`src/rtl/lsu_splice_unit.sv`:
```
// Load/store splicer between the core memory stage and an XLEN-wide, naturally aligned data port.
// Handles B/H/W/D accesses, sign/zero extension, byte enables and optional two-beat line crossing.
`timescale 1ns/1ps
module lsu_splice_unit #(
  parameter int XLEN               = 64,
  parameter int ADDR_W             = 64,
  parameter int SUPPORT_MISALIGNED = 1
) (
  input  logic                clk,
  input  logic                rst_n,
  input  logic                req_valid,
  output logic                req_ready,
  input  logic                req_we,
  input  logic [1:0]          req_size,
  input  logic                req_unsigned,
  input  logic [ADDR_W-1:0]   req_addr,
  input  logic [XLEN-1:0]     req_wdata,
  output logic                mem_valid,
  input  logic                mem_ready,
  output logic                mem_we,
  output logic [ADDR_W-1:0]   mem_addr,
  output logic [XLEN/8-1:0]   mem_be,
  output logic [XLEN-1:0]     mem_wdata,
  input  logic                mem_rvalid,
  input  logic [XLEN-1:0]     mem_rdata,
  output logic                rsp_valid,
  output logic [XLEN-1:0]     rsp_rdata,
  output logic                rsp_err
);
  localparam int LB    = XLEN / 8;
  localparam int OFF_W = $clog2(LB);

  typedef enum logic [2:0] {IDLE, BEAT0, WAIT0, BEAT1, WAIT1, RESP} state_t;

  state_t              state_reg;
  logic                we_reg;
  logic                unsigned_reg;
  logic                split_reg;
  logic [1:0]          size_reg;
  logic [OFF_W-1:0]    off_reg;
  logic [ADDR_W-1:0]   line_reg;
  logic [XLEN-1:0]     wdata_reg;
  logic [XLEN-1:0]     line0_reg;

  // Lane placement works off the live request in IDLE and the latched one afterwards.
  logic [1:0]          cur_size;
  logic [OFF_W-1:0]    cur_off;
  logic [XLEN-1:0]     cur_wdata;
  logic [4:0]          cur_nbytes;
  logic [LB-1:0]       cur_keep;
  logic [2*LB-1:0]     be_full;
  logic [2*XLEN-1:0]   wd_full;
  logic                need_split;
  logic [ADDR_W-1:0]   req_line;

  assign cur_size   = (state_reg == IDLE) ? req_size : size_reg;
  assign cur_off    = (state_reg == IDLE) ? req_addr[OFF_W-1:0] : off_reg;
  assign cur_wdata  = (state_reg == IDLE) ? req_wdata : wdata_reg;
  assign cur_nbytes = 5'd1 << cur_size;
  assign cur_keep   = ~({LB{1'b1}} << cur_nbytes);
  assign be_full    = {{LB{1'b0}}, cur_keep} << cur_off;
  assign wd_full    = {{XLEN{1'b0}}, cur_wdata} << {cur_off, 3'b000};
  assign need_split = |be_full[2*LB-1:LB];
  assign req_line   = {req_addr[ADDR_W-1:OFF_W], {OFF_W{1'b0}}};

  // Load assembly: the two beats form one 2*XLEN window shifted down by the byte offset.
  logic [XLEN-1:0]     asm_lo;
  logic [XLEN-1:0]     asm_hi;
  logic [XLEN-1:0]     ld_raw;
  logic [XLEN-1:0]     ld_ext;
  logic [LB-1:0]       ld_keep;
  logic                ld_sign;
  logic                ld_fill;

  assign asm_lo  = (state_reg == WAIT1) ? line0_reg : mem_rdata;
  assign asm_hi  = (state_reg == WAIT1) ? mem_rdata : '0;
  assign ld_raw  = XLEN'({asm_hi, asm_lo} >> {off_reg, 3'b000});
  assign ld_keep = ~({LB{1'b1}} << (5'd1 << size_reg));

  always_comb begin
    ld_sign = ld_raw[XLEN-1];
    case (size_reg)
      2'd0:    ld_sign = ld_raw[7];
      2'd1:    ld_sign = ld_raw[15];
      2'd2:    ld_sign = ld_raw[31];
      default: ld_sign = ld_raw[XLEN-1];
    endcase
  end

  assign ld_fill = ld_sign & ~unsigned_reg;

  generate
    for (genvar gi = 0; gi < LB; gi++) begin : g_ext
      assign ld_ext[8*gi +: 8] = ld_keep[gi] ? ld_raw[8*gi +: 8] : {8{ld_fill}};
    end
  endgenerate

  always_ff @(posedge clk or negedge rst_n) begin
    if (!rst_n) begin
      state_reg    <= IDLE;
      req_ready    <= 1'b1;
      mem_valid    <= 1'b0;
      mem_we       <= 1'b0;
      mem_addr     <= '0;
      mem_be       <= '0;
      mem_wdata    <= '0;
      rsp_valid    <= 1'b0;
      rsp_rdata    <= '0;
      rsp_err      <= 1'b0;
      we_reg       <= 1'b0;
      unsigned_reg <= 1'b0;
      split_reg    <= 1'b0;
      size_reg     <= '0;
      off_reg      <= '0;
      line_reg     <= '0;
      wdata_reg    <= '0;
      line0_reg    <= '0;
    end else begin
      case (state_reg)
        IDLE: begin
          if (req_valid) begin
            req_ready    <= 1'b0;
            we_reg       <= req_we;
            unsigned_reg <= req_unsigned;
            split_reg    <= need_split;
            size_reg     <= req_size;
            off_reg      <= req_addr[OFF_W-1:0];
            line_reg     <= req_line;
            wdata_reg    <= req_wdata;
            if (need_split && SUPPORT_MISALIGNED == 0) begin
              state_reg <= RESP;
              rsp_valid <= 1'b1;
              rsp_err   <= 1'b1;
              rsp_rdata <= '0;
            end else begin
              state_reg <= BEAT0;
              mem_valid <= 1'b1;
              mem_we    <= req_we;
              mem_addr  <= req_line;
              mem_be    <= be_full[LB-1:0];
              mem_wdata <= req_we ? wd_full[XLEN-1:0] : '0;
            end
          end
        end
        BEAT0: begin
          if (mem_ready) begin
            mem_valid <= 1'b0;
            if (!we_reg) begin
              state_reg <= WAIT0;
            end else if (split_reg) begin
              state_reg <= BEAT1;
              mem_valid <= 1'b1;
              mem_addr  <= line_reg + ADDR_W'(LB);
              mem_be    <= be_full[2*LB-1:LB];
              mem_wdata <= wd_full[2*XLEN-1:XLEN];
            end else begin
              state_reg <= RESP;
              rsp_valid <= 1'b1;
              rsp_err   <= 1'b0;
              rsp_rdata <= '0;
            end
          end
        end
        WAIT0: begin
          if (mem_rvalid) begin
            if (split_reg) begin
              line0_reg <= mem_rdata;
              state_reg <= BEAT1;
              mem_valid <= 1'b1;
              mem_addr  <= line_reg + ADDR_W'(LB);
              mem_be    <= be_full[2*LB-1:LB];
              mem_wdata <= '0;
            end else begin
              state_reg <= RESP;
              rsp_valid <= 1'b1;
              rsp_err   <= 1'b0;
              rsp_rdata <= ld_ext;
            end
          end
        end
        BEAT1: begin
          if (mem_ready) begin
            mem_valid <= 1'b0;
            if (we_reg) begin
              state_reg <= RESP;
              rsp_valid <= 1'b1;
              rsp_err   <= 1'b0;
              rsp_rdata <= '0;
            end else begin
              state_reg <= WAIT1;
            end
          end
        end
        WAIT1: begin
          if (mem_rvalid) begin
            state_reg <= RESP;
            rsp_valid <= 1'b1;
            rsp_err   <= 1'b0;
            rsp_rdata <= ld_ext;
          end
        end
        RESP: begin
          rsp_valid <= 1'b0;
          req_ready <= 1'b1;
          state_reg <= IDLE;
        end
        default: begin
          state_reg <= IDLE;
          req_ready <= 1'b1;
          mem_valid <= 1'b0;
          rsp_valid <= 1'b0;
        end
      endcase
    end
  end
endmodule

```
`config.mk`:
```
export PLATFORM = sky130hd
export DESIGN_NAME = lsu_splice_unit
export DESIGN_NICKNAME = d
export VERILOG_FILES = /design/src/rtl/lsu_splice_unit.sv
export SDC_FILE = /design/constraint.sdc
export NUM_CORES = 1
export LEC_CHECK = 0
export CORE_MARGIN = 3
export CORE_UTILIZATION = 30
export DETAILED_ROUTE_END_ITERATION = 6
export GPL_TIMING_DRIVEN = 0
export PLACE_DENSITY = 0.48
export SLEW_MARGIN = 20
export SYNTH_ARGS = -nofsm -noshare
export SYNTH_HDL_FRONTEND = slang
export SYNTH_SLANG_ARGS = --single-unit
```
`constraint.sdc`:
```
create_clock -name clk -period 3.7 [get_ports clk]
set_input_delay 1.11 -clock clk [delete_from_list [all_inputs] [get_ports clk]]
set_output_delay 1.11 -clock clk [all_outputs]
set_load 0.05 [all_outputs]
```
* Yosys cells after proc, flatten, opt, wreduce, memory -nomap -nowiden
Cells that the tools add are included.
** Storage, ports and cells
- Bits in registers :: 404
- Input bits :: 201
- Output and inout bits :: 205
- Word-level logic and storage cells :: 145
** Operators by class
- Add/sub/neg operators :: 1
- Equality and inequality tests :: 18
- Shift-type cells :: 7
- Muxes and demuxes :: 78
- Bitwise operators :: 7
- Reduce and logical (&&, ||, !) cells :: 17
** Operators by type and width (number)
- $mux 64 :: 23
- $pmux 64 s3 :: 2
- $pmux 64 s4 :: 1
- $shl 64x6->128 :: 1
- $shr 128x6->64 :: 1
- $mux 8 :: 13
- $add 64x4->64 const B :: 1
- $mux 3 :: 8
- $pmux 8 s3 :: 1
- $mux 1 :: 23
- $ne 2x2->1 const B :: 11
- $reduce_and 7->1 :: 3
- $not 8->8 :: 2
- $shl 8x3->16 :: 1
- $shl 8x5->8 const A :: 2
- $pmux 3 s5 :: 1
- $pmux 1 s5 :: 2
- $reduce_and 5->1 :: 2
- $shl 1x2->5 const A :: 2
- $reduce_and 9->1 :: 1
- $reduce_or 8->1 :: 1
- $eq 3x2->1 const B :: 2
- $eq 3x3->1 const B :: 2
- $reduce_and 6->1 :: 1
- other kinds (17) :: 21

* Longest topological paths before layout
- Word-level depth :: 10
- Gate-level depth with buffers :: 12
- Mapped depth without buffers :: 7

* Worst setup path after synthesis
Ideal clock, no wire load.
- Path type :: input to register
- From :: in req_addr[0]
- To :: reg mem_wdata[3]
- Library setup time :: 0.134 ns
- Arrival :: 2.895 ns
- Required time :: 3.566 ns
- Setup slack :: 0.671 ns
- Stages :: 9
- Buffers on the path :: 3
- Cell sequence :: buf_2 -> buf_2 -> buf_1 -> mux2i_1 -> nor2_1 -> a21oi_1 -> o21ai_0 -> a222oi_1 -> o21ai_0
** On the way
- Longest elaborated chain between the ends :: 6
- Elaborated cells between the ends (all ways) :: 8
- Classes of those cells :: shift (1); mux (7)
** RTL lines
- start: declaration :: line 16 : input logic [ADDR_W-1:0] req_addr,
- $mux 3 * :: line 57 : assign cur_off = (state_reg == IDLE) ? req_addr[OFF_W-1:0] : off_reg;
- $shl 64x6->128 * :: line 62 : assign wd_full = {{XLEN{1'b0}}, cur_wdata} << {cur_off, 3'b000};
- $mux 64 :: line 150 : end else if (split_reg) begin
- $mux 64 :: line 148 : if (!we_reg) begin
- $mux 64 :: line 146 : if (mem_ready) begin
- $pmux 64 s3 * :: line 119 : case (state_reg)
- end signal: assignment :: line 141 : mem_wdata <= req_we ? wd_full[XLEN-1:0] : '0;
- end signal: assignment :: line 155 : mem_wdata <= wd_full[2*XLEN-1:XLEN];
- end: declaration :: line 23 : output logic [XLEN-1:0] mem_wdata,
Mark *: on every way between the ends. The rest lies on a longest branch, timed or not. The select of a mux whose other input is x is not followed.
A chain may end at the register's enable or synchronous reset.

* Worst setup path in the final report
- From :: in req_addr[0]
- To :: reg mem_wdata[27]
Same word-level chain as after synthesis.

==> impl_results.md <==
* WS Path Type: input port to flip-flop
* Post-synth ARST share at 1.00
* Ys Warns at 0
* CP most frequent cell: buf_2
* Share of cells above drive strength 1 at 0.140
* Hold crit path type: input port to asynchronous set/reset pin
* Setup crit end kind: flip-flop
* Int Pwr at 16.4 mW
* Synth Area per Inst at 9.24 sq um
* DIE AREA at 88,200 sq um
* GR Util All Layers at 0.301
* Final core utilization at 0.392
* CTS Root Cell: clkbuf_16
* Chip width at 297 um
* RSZ-0062 raised after global routing: false
* Crit path DAT at 4.23 ns
* Critical Path RT at 4.18 ns
* Number of buffers created by CTS at 51
* Routed WL per cell at 31.3 um
* Finished Cell Area at 32,800 sq um
* Switching power total at 18.7 mW
* H-tree levels at 2
* Non-filler instance count after layout at 4,391
* Vias at 25,200
* Slowest CP cell: a221oi_1
* PwrDens at 1070 nW/um^2
* Cts-stage hold buffer count at 0
* Cell Area, Synth at 25,400 sq um
* Comb pwr share at 0.619
* Max IR drop VDD at 0.000637 V
* Final worst slack at -0.0423 ns
* ANT nets after route at 0
* CP peak stage delay at 0.62 ns
* Starting DRT DRC Count at 2,413
* Crit share post-route at 1.01
* Final min period at 3.74 ns
* Starting density of the core at 0.303
* Buffers on Ports at 401
* Most common cell after layout, fill and taps aside: nand2_1
* Cells after synthesis at 2,747
* Top Ports at 406
* Number of flops mapped to enable cells by yosys at 0
* Nets at 3,413
* Rel. slew slack at 0.228
* Final setup violation count at 1
* Crit start category: input port
* Cell variety after synth at 86
* Failing checks: design-rule violations, negative setup slack
* Area grow syn2layout at 29.0%
* Clock power frac at 0.148
* Worst-Skew Late Latency at 0.64 ns
* Vias in the first global route at 25,200
* Buf+Inv Stages, Crit Path at 4
* Placed cell count at 4,288
* Initial antenna violation count at 9
* Placement Cell Area at 30,900 sq um
* CTS tree: built
* Status: finished with violations
* # rows at 106
* WL final at 137,000 um
* Switching Fraction at 0.533
* Least-Margin Pin Slew at 1.15 ns
* Max-slew violations at 0
* Max Fclk at 0.267 GHz
* CORE AREA at 83,700 sq um
* Drt first pass iters at 7
* Largest net degree at the start of global routing at 90
* Synth Flop Type: dfrtp_1
* Most frequent cells in the layout: nand2_1, clkdlybuf4s50_1, dfrtp_1, mux2i_1, o21ai_0
* Fin Clk Skew at 0.0335 ns
* Register area share after synthesis at 0.395
* Reg power frac at 0.234
* Max Root-Sink Buffers at 3
* Routability-driven placement congestion ratio at 0.994
* Max-cap viol count at 0
* Synthesized flop and latch total at 401
* Total grt overflow at 0
* Sum Neg Setup Slack at -0.0423 ns
* Post-route DRC at 23
* CP delay by family, top: buffers and inverters
* First-pass GRT wire length at 193,000 um
* Post-DP HPWL at 107,000 um
* # fillers at 8,403
* Worst Path Max Fanout at 10
* Hold Vio Cnt, Final at 0
* Via-to-Cell Ratio at 5.73
* Clock slew at reported path FFs at 0.06 ns
* Leak at 13.6 nW
* Height of the die at 297 um
* Critical Path, Cell by Cell: buf_2 > buf_2 > buf_2 > buf_2 > mux2i_1 > nand2_1 > a31o_2 > a221oi_1 > nor2_1
* CTS sink count at 401
## through the flow
stage / hold WS (ns) / total power [mW] / setup slack (ns)
3_5_place_dp: 0.474 / 29.4 / -0.860
3_3_place_gp: 0.464 / 29.3 / -17.02
5_1_grt: 0.510 / 36.5 / 0.00174
2_1_floorplan: 0.457 / 20.7 / 0.671
4_1_cts: 0.481 / 34.7 / 0.0115
6_report: 0.464 / 35.1 / -0.0423
## power groups by stage
| stage | combinational [mW] | clock (mW) | sequential, mW |
|---|---|---|---|
| final | 21.7 | 5.18 | 8.19 |
| after global routing | 22.7 | 5.44 | 8.40 |
| after CTS | 21.3 | 5.28 | 8.14 |
| after detailed placement | 21.2 | 0 | 8.17 |
| after global placement | 21.1 | 0 | 8.17 |
| after floorplan | 10.1 | 0 | 10.6 |
## layout make-up
class                   count  area, sq um  area share
well taps                1134         1420      0.0433
repair buffers            409         4160       0.127
diodes                      7         17.5    0.000535
inverters                  30          113     0.00344
clock inverters            19          229     0.00699
plain buffers             235         1150      0.0351
multi-input cells        2083        14200       0.433
clock buffers              73         1470      0.0448
flip-flops and latches    401        10000       0.306
## synthesized netlist by cell type (11+ instances only)
cell       count  area share
nand2_1      617       0.091
dfrtp_1      400        0.39
mux2i_1      234       0.092
o21ai_0      143       0.028
nor2_1       134       0.020
clkbuf_1     124       0.018
mux2_2       122       0.054
a21oi_1      120       0.024
nand3_1       77       0.015
buf_2         67       0.013
mux4_2        53       0.047
xnor2_1       45       0.016
o22ai_1       42       0.010
nor3_1        39      0.0077
o211ai_1      30      0.0089
o311ai_2      30       0.019
inv_1         27      0.0040
nand4_1       27      0.0067
a222oi_1      25      0.0099
o21ai_1       25      0.0049
a221oi_1      24      0.0083
a22oi_1       23      0.0068
buf_4         23      0.0068
a211oi_1      22      0.0065
and2_1        19      0.0047
and3_1        15      0.0037
a31oi_1       14      0.0034
o221ai_1      14      0.0048
a22o_1        11      0.0038
a2bb2oi_1     11      0.0038
buf_1         11      0.0016
nor2b_1       11      0.0027
xor2_1        11      0.0038
## path summary, 6_finish.rpt
check | start | to | slack, ns | cells past startpoint
worst max-delay path | req_addr[0] | mem_wdata[27] | -0.04 | 9
worst min-delay path | rst_n | line0_reg[27] | 0.46 | 1
worst max register to register | off_reg[0] | mem_wdata[54] | 0.05 | 11
worst min register to register | mem_addr[40] | mem_addr[40] | 0.49 | 1
max in group asynchronous | rst_n | line_reg[49] | 1.52 | 4
min in group clk | mem_addr[40] | mem_addr[40] | 0.49 | 1
## timing repair
action,4_1_cts,5_1_grt
buffers inserted,0,4
pin swaps,0,1
resized for setup,6,18
setup endpoints to repair,14,35
hold endpoints to repair,0,0
## layer usage
metal	GRT usage	up-vias	part of all wire
met5	0	-	0.00033
met4	0.133	6	0.052
met2	0.498	1174	0.47
met3	0.0548	264	0.068
li1	-	10900	-
met1	0.386	12800	0.41
## kinds of logic after synthesis
logic type      synth area share
compound gates             0.173
xor+xnor                  0.0193
fa+ha+maj                0.00128
buf+inv                   0.0488
flops                      0.395
mux                        0.195
other cells             0.000148
simple gates               0.168
No activity file was read; power rests on OpenSTA's default activity.
